[config.mk]
export PLATFORM = sky130hd
export DESIGN_NAME = plru_state
export DESIGN_NICKNAME = d
export VERILOG_FILES = /design/src/rtl/plru_pkg.sv /design/src/rtl/plru_onehot_enc.sv /design/src/rtl/plru_state.sv
export SDC_FILE = /design/constraint.sdc
export NUM_CORES = 1
export LEC_CHECK = 0
export CORE_AREA = 8 8 45 47
export CTS_CLUSTER_SIZE = 16
export DETAILED_ROUTE_END_ITERATION = 10
export DIE_AREA = 0 0 53 55
export MAX_ROUTING_LAYER = met4
export REMOVE_ABC_BUFFERS = 1
export SLEW_MARGIN = 25
export SYNTH_ARGS = -nofsm -noshare
export SYNTH_HDL_FRONTEND = slang
export SYNTH_SLANG_ARGS = --single-unit
[constraint.sdc]
create_clock -name clk -period 1.5 [get_ports clk]
set_input_delay 0.3 -clock clk [delete_from_list [all_inputs] [get_ports clk]]
set_output_delay 0.3 -clock clk [all_outputs]
set_load 0.1 [all_outputs]
[src/rtl/plru_pkg.sv]
// Shared types and helpers for the tree pseudo-LRU state block.
// The helpers work on maximum-size vectors so that any legal WIDTH up to MAX_WIDTH can reuse them.
package plru_pkg;

  localparam int PLRU_WIDTH = 4;
  localparam int LVL        = $clog2(PLRU_WIDTH);
  localparam int NODES      = PLRU_WIDTH - 1;

  localparam int MAX_WIDTH  = 64;
  localparam int MAX_NODES  = MAX_WIDTH - 1;
  localparam int MAX_LVL    = $clog2(MAX_WIDTH);

  typedef enum logic {IDLE, HOLD} fsm_e;

  function automatic logic onehot_ok(input logic [MAX_WIDTH-1:0] vec);
    return $onehot(vec);
  endfunction

  // Walk root to leaf pair; each visited node is set to point away from idx
  // (0 when idx is in the left subtree, 1 when it is in the right subtree).
  function automatic logic [MAX_NODES-1:0] path_update(input logic [MAX_NODES-1:0] state,
                                                       input int idx,
                                                       input int lvl);
    logic [MAX_NODES-1:0] nxt;
    int                   node;
    logic                 b;
    nxt  = state;
    node = 0;
    for (int l = 0; l < MAX_LVL; l++) begin
      if (l < lvl) begin
        b = ((idx >> (lvl - 1 - l)) & 1) != 0;
        nxt[node[MAX_LVL-1:0]] = b;
        node = 2 * node + 1 + int'(b);
      end
    end
    return nxt;
  endfunction

endpackage

[src/rtl/plru_onehot_enc.sv]
// One-hot to binary index encoder with a legality flag; purely combinational.
module plru_onehot_enc
  import plru_pkg::*;
#(
  parameter int WIDTH = PLRU_WIDTH,
  localparam int IDX_W = $clog2(WIDTH)
) (
  input  logic [WIDTH-1:0] onehot,
  output logic [IDX_W-1:0] idx,
  output logic             legal
);

  always_comb begin
    idx = '0;
    for (int i = 0; i < WIDTH; i++) begin
      if (onehot[i]) idx = idx | IDX_W'(i);
    end
    legal = onehot_ok(MAX_WIDTH'(onehot));
  end

endmodule

[src/rtl/plru_state.sv]
// Tree pseudo-LRU state register for a WIDTH-way arbiter, with burst-lock deferral
// and detection of malformed grant vectors.
module plru_state
  import plru_pkg::*;
#(
  parameter int WIDTH = PLRU_WIDTH
) (
  input  logic             clk,
  input  logic             rst_n,
  input  logic             clr,
  input  logic             gnt_vld,
  input  logic [WIDTH-1:0] gnt_onehot,
  input  logic             gnt_lock,
  output logic [WIDTH-2:0] v_grant,
  output logic             locked,
  output logic             gnt_err
);

  localparam int W_LVL   = $clog2(WIDTH);
  localparam int W_NODES = WIDTH - 1;

  fsm_e               state_q, state_d;
  logic [W_LVL-1:0]   pend_q, pend_d;
  logic [W_NODES-1:0] v_grant_q, v_grant_d;
  logic               gnt_err_q, gnt_err_d;
  logic [W_LVL-1:0]   enc_idx;
  logic [W_LVL-1:0]   sel_idx;
  logic               enc_legal;
  logic               grant_ok;

  plru_onehot_enc #(.WIDTH(WIDTH)) u_enc (
    .onehot (gnt_onehot),
    .idx    (enc_idx),
    .legal  (enc_legal)
  );

  assign grant_ok = gnt_vld && enc_legal;

  always_comb begin
    state_d   = state_q;
    pend_d    = pend_q;
    v_grant_d = v_grant_q;
    gnt_err_d = 1'b0;
    sel_idx   = enc_idx;
    if (clr) begin
      state_d   = IDLE;
      pend_d    = '0;
      v_grant_d = '1;
    end else begin
      gnt_err_d = gnt_vld && !enc_legal;
      case (state_q)
        IDLE: begin
          if (grant_ok) begin
            if (gnt_lock) begin
              pend_d  = enc_idx;
              state_d = HOLD;
            end else begin
              v_grant_d = W_NODES'(path_update(MAX_NODES'(v_grant_q), int'(enc_idx), W_LVL));
            end
          end
        end
        HOLD: begin
          // A fresh legal grant in the release cycle wins over the stored one.
          sel_idx = grant_ok ? enc_idx : pend_q;
          pend_d  = sel_idx;
          if (!gnt_lock) begin
            v_grant_d = W_NODES'(path_update(MAX_NODES'(v_grant_q), int'(sel_idx), W_LVL));
            state_d   = IDLE;
          end
        end
        default: state_d = IDLE;
      endcase
    end
  end

  always_ff @(posedge clk or negedge rst_n) begin
    if (!rst_n) begin
      state_q   <= IDLE;
      pend_q    <= '0;
      v_grant_q <= '1;
      gnt_err_q <= 1'b0;
    end else begin
      state_q   <= state_d;
      pend_q    <= pend_d;
      v_grant_q <= v_grant_d;
      gnt_err_q <= gnt_err_d;
    end
  end

  assign v_grant = v_grant_q;
  assign locked  = (state_q == HOLD);
  assign gnt_err = gnt_err_q;

endmodule

==> impl_metrics.yaml <==
run_status:
  status: "finished with violations"
  violations: "setup timing"
cts:
  tritoncts: "done"
  clk_path_buf_depth: 2
  clkTransAtPathRegs_ps: 60
  cts_max_level: 1
  worst_skew_pair.late_latency_ps: 250
  clk_root_buffer_cell: "clkbuf_4"
  cts_buffers: 3
  cts.sink_count: 7
pwr:
  clock_power_share_pct: 26.5
  switching_power_of_the_nets_mw: 0.2130
  swShare_pct: 33.01
  power.leakage_nw: 0.3641
  ir_drop_v: 0.0004254
  power.density_nw_per_um2: 799.4
  power.total_mw: 0.6451
  pwr-share-seq_pct: 33.6
  p_int_mw: 0.4322
  power.combinational.fraction_pct: 40.0
floorplan:
  dieArea_um2: 2915
  std_cell_rows: 14
  top_level_ports: 14
  initial_utilization_pct: 33.00
  floorplan.die.width_um: 53
  floorplan.die.height_um: 55
  coreArea_um2: 1384
synth:
  syn-cell-area_um2: 456.7
  netlist-cell-type-count: 22
  synth_top_cells_by_area: "dfrtp_1, dfstp_2, ha_1"
  synth_seq_cells: 7
  postSynth.asyncResetShare_pct: 100.0
  post-synth-top-area-cell: "dfrtp_1"
  synth_top_cell_area_share_pct: 21.92
  synth_sequential_area_ratio_pct: 39.18
  post_synth_most_frequent_cells: "inv_1, mux2i_1, nor2_1, dfrtp_1, ha_1"
  ys_dominant_reg_cell: "dfrtp_1"
  ys_warn_count: 0
  post_synth_inst_count: 44
  synth_enable_flop_cells: 0
  synthesis.area_per_instance_um2: 10.38
setup_path:
  timing.critical_path.cells: "buf_6, inv_4, ha_4, ha_4, fa_1, and4bb_4, buf_6, mux2i_1, nand2b_1, a22oi_2"
  cpLargestDelayFamily: "adder cells"
  crit_start: "gnt_onehot[3]"
  critical_path.reg2reg.startpoint: "locked"
  worst-endpoint-required_ps: 1680
  library_cell_contributing_the_largest_single_delay_on_the_critical_path: "fa_1"
  regToRegEndpoint: "v_grant[1]"
  worst_setup_path_endpoint: "v_grant[2]"
  critical-path-max-stage-delay_ps: 460
  critical_path.max_fanout: 5
  timing_worst_setup_path_type: "in2reg"
  crit_cells: 10
  critical_path.startpoint_type: "input port"
  cp_num_buf_inv: 3
  critical_path.endpoint_type: "flip-flop"
  critical_path_arrival_ps: 2150
  r2r_cells: 3
  regToRegSetupSlack_ps: 290
timing:
  unrepaired_setup_endpoints_after_global_routing: "true"
  setup_total_negative_slack_ps: -2472
  tightest_slew_ps: 362.8
  finalCritPeriodShare_pct: 131.2
  slew_viol_final: 0
  worst_clock_skew_ps: 10.36
  report.final.hold_viol_count: 0
  finalCriticalPeriod_ps: 1968
  setup-violations-final: 6
  fin_ws_ps: -468.0
  fin_hold_ws_ps: 307.5
  timing.fmax_mhz: 508.1
  slew_headroom_pct: 75.81
finish:
  multiInputGateArea_um2: 319.1
  final-seq-area_um2: 178.9
  insertedDiodeCount: 0
  fillCellCount: 126
  nets_final: 82
  layout_overhead_on_the_synthesized_area_pct: 76.71
  final_instance_area_um2: 807.0
  drive_above_1_share_pct: 49.25
drt:
  drt-wirelength-per-cell_um: 14.63
  drt_first_pass_iters: 4
  route.final.wire_length_mm: 1.214
  viasPerCell: 4.831
  drc_errors: 0
  antenna_left: 0
  route.vias.total: 401
  drt-initial-drc-count: 9
place:
  dpl-instance-area_um2: 679.4
  finalWeightedCongestion: 0.8251
  hpwl_um: 870.7
  buffer_ports.inserted: 13
flow_run:
  max_cap_viol: 0
grt:
  number_of_global_route_vias_before_repair: 420
  grt_first_pass_wirelength_mm: 1.932
  grt_remaining_overflow: 0
  grt_start_max_net_pins: 8
  grt_usage_pct: 9.580
  grt_antenna_before_repair: 0
min_path:
  hold_class: "in2async"
## worst reg2reg max path, stage by stage, from the launching register on
cell and delay, ps:
dfrtp_1 560, nor2b_1 180, mux2i_1 90, o311ai_1 290
## power groups by stage
stage               combinational [mW]  sequential [mW]  clock (mW)
finish                           0.258            0.217       0.171
global route                     0.276            0.218       0.193
CTS                              0.240            0.215       0.178
detailed placement               0.206            0.218           0
global placement                 0.204            0.218           0
floorplan                       0.0628            0.270           0
## cell usage in the layout, fill, tap and decap left out, types with 2 or more instances in the layout
master | netlist | final
ha_4 | 0 | 3
mux2i_1 | 5 | 5
dfstp_2 | 3 | 3
inv_4 | 0 | 2
buf_12 | 0 | 5
clkdlybuf4s50_1 | 0 | 4
dfrtp_1 | 4 | 4
buf_4 | 1 | 5
clkbuf_4 | 0 | 3
inv_1 | 5 | 3
buf_6 | 0 | 5
nor2_1 | 5 | 5
## final cells by class
class | instances | area share, %
Timing Repair Buffer | 20 | 29.61
Tap cell | 16 | 2.481
Clock buffer | 4 | 3.256
Multi-Input combinational cell | 31 | 39.53
Inverter | 5 | 2.946
Sequential cell | 7 | 22.17
## registers in the layout, indices dropped and copies added, names as in the netlist
name / count
gnt_err: 1
locked: 1
v_grant: 3
pend_q: 2
## kinds of logic (layout without fill, tap and decap cells)
family | after synthesis | in the layout | share of synthesized area [%]
multiplexers | 5 | 5 | 10.96
flip-flops | 7 | 7 | 39.18
buffers and inverters | 6 | 29 | 5.754
AND/OR/NAND/NOR | 14 | 14 | 18.08
adder cells (fa/ha/maj) | 5 | 5 | 15.34
AO/OA/AOI/OAI | 7 | 7 | 10.69
## layer usage
metal	track usage, %	wire (µm)	vias up
li1	-	-	199
met1	10.22	526	191
met2	16.02	629	11
met3	4.011	59	0
met4	2.586	0	0
met5	-	0	-
## worst min path at each step
stage | endpoint | startpoint | depth (start not counted)
2_1_floorplan | gnt_err | rst_n | 0
3_3_place_gp | v_grant[0] | v_grant[0] | 2
3_5_place_dp | pend_q[1] | pend_q[1] | 2
4_1_cts | locked | rst_n | 1
5_1_grt | locked | rst_n | 1
6_report | locked | rst_n | 1
## repair_timing
action,4_1_cts,5_1_grt
gates resized for setup,30,7
setup endpoints to repair,7,7
setup buffers,2,1
pin swaps,9,4
hold buffers,0,0
endpoints found under the hold margin,0,0
## per-stage QoR
stage	worst slack, ps	instances	utilization (%)
detailed placement	-1226	76	49.10
global route	-539.6	83	58.32
floorplan	-675.6	43	-
CTS	-496.0	82	55.79
global placement	-1189	76	49.10
finish	-468.0	83	58.32
Power figures use the tool's default switching activity.
